===== config.mk =====
export PLATFORM = sky130hd
export DESIGN_NAME = if_stage
export DESIGN_NICKNAME = d
export VERILOG_FILES = /design/src/rtl/if_stage_pkg.sv /design/src/rtl/if_stage_pc_target_gen.sv /design/src/rtl/if_stage.sv
export SDC_FILE = /design/constraint.sdc
export NUM_CORES = 1
export LEC_CHECK = 0
export ABC_AREA = 0
export CORE_MARGIN = 2
export CORE_UTILIZATION = 40
export CTS_CLUSTER_SIZE = 40
export DETAILED_ROUTE_END_ITERATION = 12
export PLACE_DENSITY = 0.77
export SETUP_SLACK_MARGIN = 0.2
export SYNTH_ARGS = -nofsm -noshare
export SYNTH_HDL_FRONTEND = slang
export SYNTH_SLANG_ARGS = --single-unit

===== constraint.sdc =====
create_clock -name clk -period 9.83 [get_ports clk]
set_clock_uncertainty 0.1 [all_clocks]
set_input_delay 1.4745 -clock clk [delete_from_list [all_inputs] [get_ports clk]]
set_output_delay 1.4745 -clock clk [all_outputs]
set_load 0.01 [all_outputs]

===== src/rtl/if_stage_pkg.sv =====
// Shared pipeline types and constants for the fetch, decode and execute stages.
// Fields are big-endian: bit 0 is the MSB.
package if_stage_pkg;

    typedef logic [0:31] pc_t;

    localparam pc_t PC_STEP  = 32'd4;
    localparam pc_t NOP_WORD = 32'h0000_0000;

    function automatic pc_t sext16(input logic [0:15] value);
        return {{16{value[0]}}, value};
    endfunction

    function automatic pc_t sext26(input logic [0:25] value);
        return {{6{value[0]}}, value};
    endfunction

endpackage


===== src/rtl/if_stage_pc_target_gen.sv =====
// Branch/jump target selection from IF/ID contents; also reused by decode
// for branch-target forwarding.
module pc_target_gen
    import if_stage_pkg::*;
(
    input  pc_t         pc_plus4,
    input  logic        branch_taken,
    input  logic        jump,
    input  logic        jump_use_reg,
    input  pc_t         reg_target,
    input  logic [0:15] imm16,
    input  logic [0:25] offset26,
    output pc_t         target
);

    pc_t branch_target_s;
    pc_t jump_target_s;
    pc_t reg_jump_target_s;

    assign branch_target_s   = pc_plus4 + sext16(imm16);
    assign jump_target_s     = pc_plus4 + sext26(offset26);
    assign reg_jump_target_s = {reg_target[0:29], 2'b00};

    // Register jump outranks displacement jump, which outranks a taken branch.
    always_comb begin
        target = branch_target_s;
        if (jump && jump_use_reg) begin
            target = reg_jump_target_s;
        end else if (jump) begin
            target = jump_target_s;
        end else if (branch_taken) begin
            target = branch_target_s;
        end else begin
            target = branch_target_s;
        end
    end

endmodule


===== src/rtl/if_stage.sv =====
// Instruction fetch: program counter plus the IF/ID pipeline register, with
// decode stalls and a one-bubble squash on branch/jump redirects.
module if_stage
    import if_stage_pkg::*;
#(
    parameter pc_t RESET_PC = 32'h0000_0000,
    parameter pc_t NOP_WORD = if_stage_pkg::NOP_WORD
) (
    input  logic        clk,
    input  logic        reset,
    output logic [0:31] imem_addr,
    input  logic [0:31] imem_data,
    input  logic        stall,
    input  logic        branch_taken,
    input  logic        jump,
    input  logic        jump_use_reg,
    input  logic [0:31] reg_target,
    input  logic [0:15] imm16,
    input  logic [0:25] offset26,
    output logic [0:31] instr_id,
    output logic [0:31] pc_id,
    output logic [0:31] pc_plus4_id,
    output logic        valid_id
);

    pc_t  pc_r;
    pc_t  instr_id_r;
    pc_t  pc_id_r;
    pc_t  pc_plus4_id_r;
    logic valid_id_r;

    pc_t  target_s;
    pc_t  pc_next_seq_s;
    logic redirect_s;

    pc_target_gen u_pc_target_gen (
        .pc_plus4     (pc_plus4_id_r),
        .branch_taken (branch_taken),
        .jump         (jump),
        .jump_use_reg (jump_use_reg),
        .reg_target   (reg_target),
        .imm16        (imm16),
        .offset26     (offset26),
        .target       (target_s)
    );

    // Control from decode only counts when it describes a real instruction.
    assign redirect_s    = valid_id_r && (branch_taken || jump);
    assign pc_next_seq_s = pc_r + PC_STEP;

    // PC and IF/ID update: reset, then stall, then redirect, then sequential.
    always_ff @(posedge clk) begin
        if (reset) begin
            pc_r          <= RESET_PC;
            instr_id_r    <= NOP_WORD;
            pc_id_r       <= 32'h0000_0000;
            pc_plus4_id_r <= 32'h0000_0000;
            valid_id_r    <= 1'b0;
        end else if (stall) begin
            pc_r          <= pc_r;
            instr_id_r    <= instr_id_r;
            pc_id_r       <= pc_id_r;
            pc_plus4_id_r <= pc_plus4_id_r;
            valid_id_r    <= valid_id_r;
        end else if (redirect_s) begin
            pc_r          <= target_s;
            instr_id_r    <= NOP_WORD;
            pc_id_r       <= 32'h0000_0000;
            pc_plus4_id_r <= 32'h0000_0000;
            valid_id_r    <= 1'b0;
        end else begin
            pc_r          <= pc_next_seq_s;
            instr_id_r    <= imem_data;
            pc_id_r       <= pc_r;
            pc_plus4_id_r <= pc_next_seq_s;
            valid_id_r    <= 1'b1;
        end
    end

    assign imem_addr   = pc_r;
    assign instr_id    = instr_id_r;
    assign pc_id       = pc_id_r;
    assign pc_plus4_id = pc_plus4_id_r;
    assign valid_id    = valid_id_r;

endmodule


==> impl_metrics.yaml, run 1 <==
clock_tree:
  clkTransAtPathRegs_ns: 0.06
  cts_setup_buffers: 0
  htree_levels: 4
  cts_buffers: 17
  cts_tree: "done"
  cts_resized: 0
  cts_buffer_depth: 2
  cts_sinks: 127
  hold_buffers: 0
  root_buffer: "clkbuf_16"
  insertion_delay_ns: 0.42
die:
  fp.dieH_um: 146
  core_um2: 19600
  start_util: 0.409
  io_pins: 241
  row_count: 51
  die-area_um2: 21200
  die_x_um: 146
power:
  ir_worst_vdd_mv: 0.0932
  finalPower_mw: 1.58
  p_leak_nw: 4.30
  cellPowerDensity_nw_per_um2: 143
finish:
  diodes: 0
  drive_above_1_share: 0.0631
  multi_input_area_um2: 4990
  fill_cells: 1817
  finalNetCount: 1415
  regArea_um2: 2540
  fin_area_um2: 11100
  stdcell_count: 1548
  areaGrowthSynthToFinish_pct: 38.1
route:
  vias_per_cell: 5.47
  drc: 0
  antenna_left: 0
  wl_um: 26700
  via_count: 8471
  drt_first_pass_iters: 5
  drtIter0Drc: 591
  wl_per_cell_um: 17.2
sta:
  slew_violations: 0
  setup_violations: 0
  fmax_mhz: 200
  hold_viol: 0
  slew_headroom: 0.162
  final.min_clock_period_ns: 4.99
  max_slew.worst_pin.slew_ns: 1.25
  hold_ws_ns: 0.388
  rsz0062_at_grt: "false"
  post-route-period-util: 0.508
  final.setup.tns_ns: 0
global_routing:
  grt_max_degree: 144
  grt_antenna_before_repair: 0
  grt_usage: 0.246
  grt_pass1_vias: 7985
  grt_pass1_wl_um: 42300
  gr-total-overflow: 0
worst_hold_path:
  hold_path.class: "flip-flop to flip-flop"
yosys:
  synth_edf_count: 0
  synthCells: 1084
  synth_cell_types: 78
  synth_area_um2: 8020
  synth-main-ff-cell: "dfxtp_1"
  ys_seq_area_frac: 0.317
  ys_seq_elements: 127
  synthArstFlopShare: 0
  yosys_warnings: 0
  syn_nets: 1229
  syn_avg_cell_area_um2: 7.39
placement:
  place.gp.congestion: 0.862
  dp_hpwl_um: 19200
  io_buffers: 238
  dpl_cell_area_um2: 10400
  placedCellCount: 1516
worst_setup_path:
  worst_ep_arrival_time_ns: 5.20
  critPathKind: "primary input to flip-flop"
  critPathLaunchType: "primary input"
  crit_fanout: 32
  cp-end-kind: "flip-flop"
  required_ns: 10.03
run:
  drv_cap: 0
status:
  status: "complete, no violations"
## registers in the layout, summed over array words and instances, names as in the netlist
| name | cells |
|---|---|
| imem_addr | 32 |
| instr_id | 32 |
| pc_id | 32 |
| pc_plus4_id | 30 |
| valid_id | 1 |
## path summary, 6_finish.rpt
path           startpoint  cells past startpoint  slack, ns            to
max                  jump                     12       4.84  imem_addr[9]
min          instr_id[16]                      2       0.39  instr_id[16]
max reg2reg     pc_id[31]                     11       6.61  imem_addr[9]
min reg2reg  instr_id[16]                      2       0.39  instr_id[16]
## kinds of logic (layout without fill, tap and decap cells)
| group | count (synthesis) | after routing | synth area share |
|---|---|---|---|
| buffers and inverters | 113 | 312 | 0.0617 |
| xor gates and xnor gates | 44 | 44 | 0.0481 |
| DFF | 127 | 127 | 0.317 |
| AOI/OAI and AO/OA | 295 | 295 | 0.234 |
| muxes | 22 | 22 | 0.0297 |
| and+or+nand+nor | 450 | 450 | 0.257 |
| adders and majority gates | 33 | 33 | 0.0525 |
## report_power, final
part | leakage, nW | switching [mW] | total, mW | internal [mW]
logic | 2.95 | 0.174 | 0.328 | 0.154
registers | 1.04 | 0.0259 | 0.565 | 0.539
clock network | 0.308 | 0.235 | 0.685 | 0.450
## placed cells by master, fill, tap and decap left out, types with 14 or more instances in the layout
| cell type | instances |
|---|---|
| clkdlybuf4s50_1 | 236 |
| o21ai_0 | 39 |
| a21oi_1 | 138 |
| clkbuf_16 | 17 |
| nor2_1 | 188 |
| nand3_1 | 24 |
| xnor2_1 | 32 |
| nor3_1 | 50 |
| nand2_1 | 112 |
| dfxtp_1 | 127 |
| a22oi_1 | 14 |
| inv_1 | 35 |
| mux2_2 | 14 |
| ha_1 | 32 |
## final cells by class
cell class / count / share of cell area
clock buffers: 22 / 0.0437
clock inverters: 10 / 0.0142
inverters: 35 / 0.0119
flip-flops and latches: 127 / 0.230
repair buffers: 245 / 0.220
well taps: 265 / 0.0299
multi-input cells: 844 / 0.451
## Yosys cell counts, types with 4 or more instances
cell      instances  share of area
a221o_1           5         0.0062
o31ai_1           4         0.0037
mux2i_1           8          0.010
nand3b_1          4         0.0037
xnor2_1          32          0.035
a211oi_1         12          0.011
a21oi_1         138          0.086
nor2b_1          13          0.010
dfxtp_1         127           0.32
or3_1             5         0.0039
a21o_1           12          0.011
a31oi_1           6         0.0047
and4_1            6         0.0066
o21bai_1          4         0.0037
a221oi_1          9         0.0098
inv_1            35          0.016
buf_1             9         0.0042
nor3_1           50          0.031
o21ai_0          39          0.024
nand4_1           9         0.0070
and2_1            4         0.0031
ha_1             32          0.050
a22oi_1          14          0.013
nand2_1         112          0.052
nor4_1            8         0.0062
nor2_1          188          0.088
xor2_1           12          0.013
buf_6             4         0.0056
o211ai_1          8         0.0075
o21a_1            7         0.0066
and3_1            7         0.0055
mux2_2           14          0.020
nand3_1          24          0.015
clkbuf_1         58          0.027
## per-layer routing
layer  GRT usage  vias to the layer above  wire length [um]
met5           0                        -                 0
li1            -                     4191                 -
met3      0.0727                       46              2650
met4      0.0917                        0               721
met1       0.334                     3863             11900
met2       0.371                      371             11400
## through the flow
step	setup slack (ns)	util
detailed placement	4.48	0.532
global placement	4.51	0.532
finish	4.84	0.565
global route	4.57	0.565
floorplan	5.05	-
CTS	4.90	0.565
## worst max-delay path, cell delays in order
cell,delay [ns]
clkdlybuf4s50_1,0.45
buf_4,0.35
nand2b_1,0.38
nand2_1,0.11
ha_1,0.39
a21oi_1,0.22
o21ai_0,0.20
a2111oi_0,0.63
o31ai_1,0.15
xor2_1,0.32
nand2_1,0.12
a311oi_1,0.40
(Power assumes the default switching activity.)
==> inputs of run 2 (changes only) <==
==> constraint.sdc (replaced) <==
create_clock -name clk -period 5.1 [get_ports clk]
set_clock_uncertainty 0.1 [all_clocks]
set_input_delay 0.765 -clock clk [delete_from_list [all_inputs] [get_ports clk]]
set_output_delay 0.765 -clock clk [all_outputs]
set_load 0.01 [all_outputs]
==> run 2 against run 1 <==
Effect of this change: clock-buffer cell count is the same; final area grew 0.11%; combinational power grew 95%; worst hold slack lost 0.0044 ns; sequential cell count is the same; total power grew 86%; sequential power grew 93%; sequential share of layout area is essentially flat; non-clock buffer count grew 8; via count shrank 0.20%; die area is the same; critical endpoint is now imem_addr[6].
==> impl_metrics.yaml, run 2 (synthesis gave the netlist of run 1 again) <==
clock_tree:
  cts_buffer_depth: 2
  cts_sinks: 127
  clkTransAtPathRegs_ns: 0.06
  cts_resized: 0
  cts_tree: "done"
  hold_buffers: 0
  cts_buffers: 17
  htree_levels: 4
  root_buffer: "clkbuf_16"
  cts_setup_buffers: 0
  insertion_delay_ns: 0.42
finish:
  areaGrowthSynthToFinish_pct: 38.3
  diodes: 0
  fin_area_um2: 11100
  finalNetCount: 1423
  drive_above_1_share: 0.0689
  fill_cells: 1868
  layout_commonest_cell: "clkdlybuf4s50_1"
  final_cell_mix: "clkdlybuf4s50_1 (236), nor2_1 (188), a21oi_1 (138)"
die:
  die-area_um2: 21200
  row_count: 51
  start_util: 0.409
  io_pins: 241
  fp.dieH_um: 146
  die_x_um: 146
  core_um2: 19600
worst_setup_path:
  crit_fanout: 18
  worst_ep_arrival_time_ns: 4.35
  crit_chain: "clkdlybuf4s50_1 > buf_4 > buf_4 > nand2b_1 > nand2_1 > ha_1 > nand2_1 > o21ai_0 > nor2b_1 > a2111oi_1 > or3b_1 > nand3_1 > nand3b_1 > a221oi_2"
  required_ns: 5.33
  slowest_delay_ns: 0.46
  critPathKind: "primary input to flip-flop"
  slowest_stage: "clkdlybuf4s50_1"
  critPathLaunchType: "primary input"
  cp-end-kind: "flip-flop"
route:
  vias_per_cell: 5.43
  drc: 0
  drt_first_pass_iters: 5
  wl_um: 26300
  wl_per_cell_um: 16.9
  antenna_left: 0
  via_count: 8454
  drtIter0Drc: 593
power:
  combPwrFrac: 0.217
  cellPowerDensity_nw_per_um2: 265
  finalPower_mw: 2.94
  switching_share: 0.282
  netSwitchingPower_mw: 0.829
  p_leak_nw: 4.31
  p_int_mw: 2.11
  ir_worst_vdd_mv: 0.192
  clockPowerShare: 0.413
  p_seq_frac: 0.370
global_routing:
  grt_pass1_wl_um: 41900
  grt_pass1_vias: 7860
  gr-total-overflow: 0
  grt_usage: 0.243
  grt_antenna_before_repair: 0
  grt_max_degree: 109
placement:
  dp_hpwl_um: 19400
  dpl_cell_area_um2: 10500
  place.gp.congestion: 0.892
  io_buffers: 238
sta:
  hold_ws_ns: 0.384
  setup_violations: 0
  final.min_clock_period_ns: 4.12
  rsz0062_at_grt: "false"
  post-route-period-util: 0.808
  max_slew.worst_pin.slew_ns: 1.19
  slew_headroom: 0.201
  hold_viol: 0
  slew_violations: 0
  fmax_mhz: 243
  final.setup.tns_ns: 0
status:
  status: "complete, no violations"
worst_hold_path:
  hold_path.class: "flip-flop to flip-flop"
run:
  drv_cap: 0
==> run 2: cell count changes in the layout (fill, tap and decap cells not counted) <==
cell,previous run,this run
buf_4,8,16
bufinv_16,4,2
clkinv_2,3,4
clkinvlp_4,3,4
==> run 2: layer usage <==
metal | wire [um] | share of wire | global-route usage | vias to the layer above
met5 | 0 | 0 | 0 | -
met3 | 2540 | 0.097 | 0.0727 | 40
li1 | - | - | - | 4197
met2 | 11200 | 0.43 | 0.366 | 342
met1 | 11900 | 0.45 | 0.331 | 3875
met4 | 590 | 0.022 | 0.0814 | 0
==> run 2: worst max-delay path, delay by kind of cell <==
kind                       cells  cell delay, ns
buffers and inverters          3            0.96
and+or+nand+nor                7            1.39
AOI/OAI and AO/OA              3            0.81
adders and majority gates      1            0.43
==> run 2: area by class of cell <==
| cell class | instances | area [um2] | area share |
|---|---|---|---|
| tap | 265 | 332 | 0.0299 |
| clock inverter | 10 | 110 | 0.00993 |
| timing repair buffer | 253 | 2490 | 0.225 |
| clock buffer | 22 | 484 | 0.0437 |
| sequential | 127 | 2540 | 0.229 |
| multi-input combinational | 844 | 4990 | 0.450 |
| inverter | 35 | 131 | 0.0119 |
==> run 2: stage by stage <==
step | std cells | worst slack, ns | util
after floorplan | 1084 | 1.03 | -
final | 1556 | 0.980 | 0.566
after detailed placement | 1524 | 0.609 | 0.535
after CTS | 1556 | 1.04 | 0.566
after global placement | 1524 | 0.646 | 0.535
after global routing | 1556 | 0.707 | 0.566
==> run 2: power groups by stage <==
stage	registers, mW	clock network, mW	logic (mW)
after detailed placement	1.11	0	0.629
after CTS	1.09	1.23	0.634
after global routing	1.09	1.28	0.696
after global placement	1.11	0	0.625
final	1.09	1.21	0.638
after floorplan	1.11	0	0.346
==> run 2: path summary, 6_finish.rpt <==
kind | start | cells past startpoint | to | slack [ns]
worst max-delay path | jump | 14 | imem_addr[6] | 0.98
worst min-delay path | instr_id[30] | 2 | instr_id[30] | 0.38
worst max register to register | pc_plus4_id[20] | 9 | imem_addr[6] | 2.03
worst min register to register | instr_id[30] | 2 | instr_id[30] | 0.38
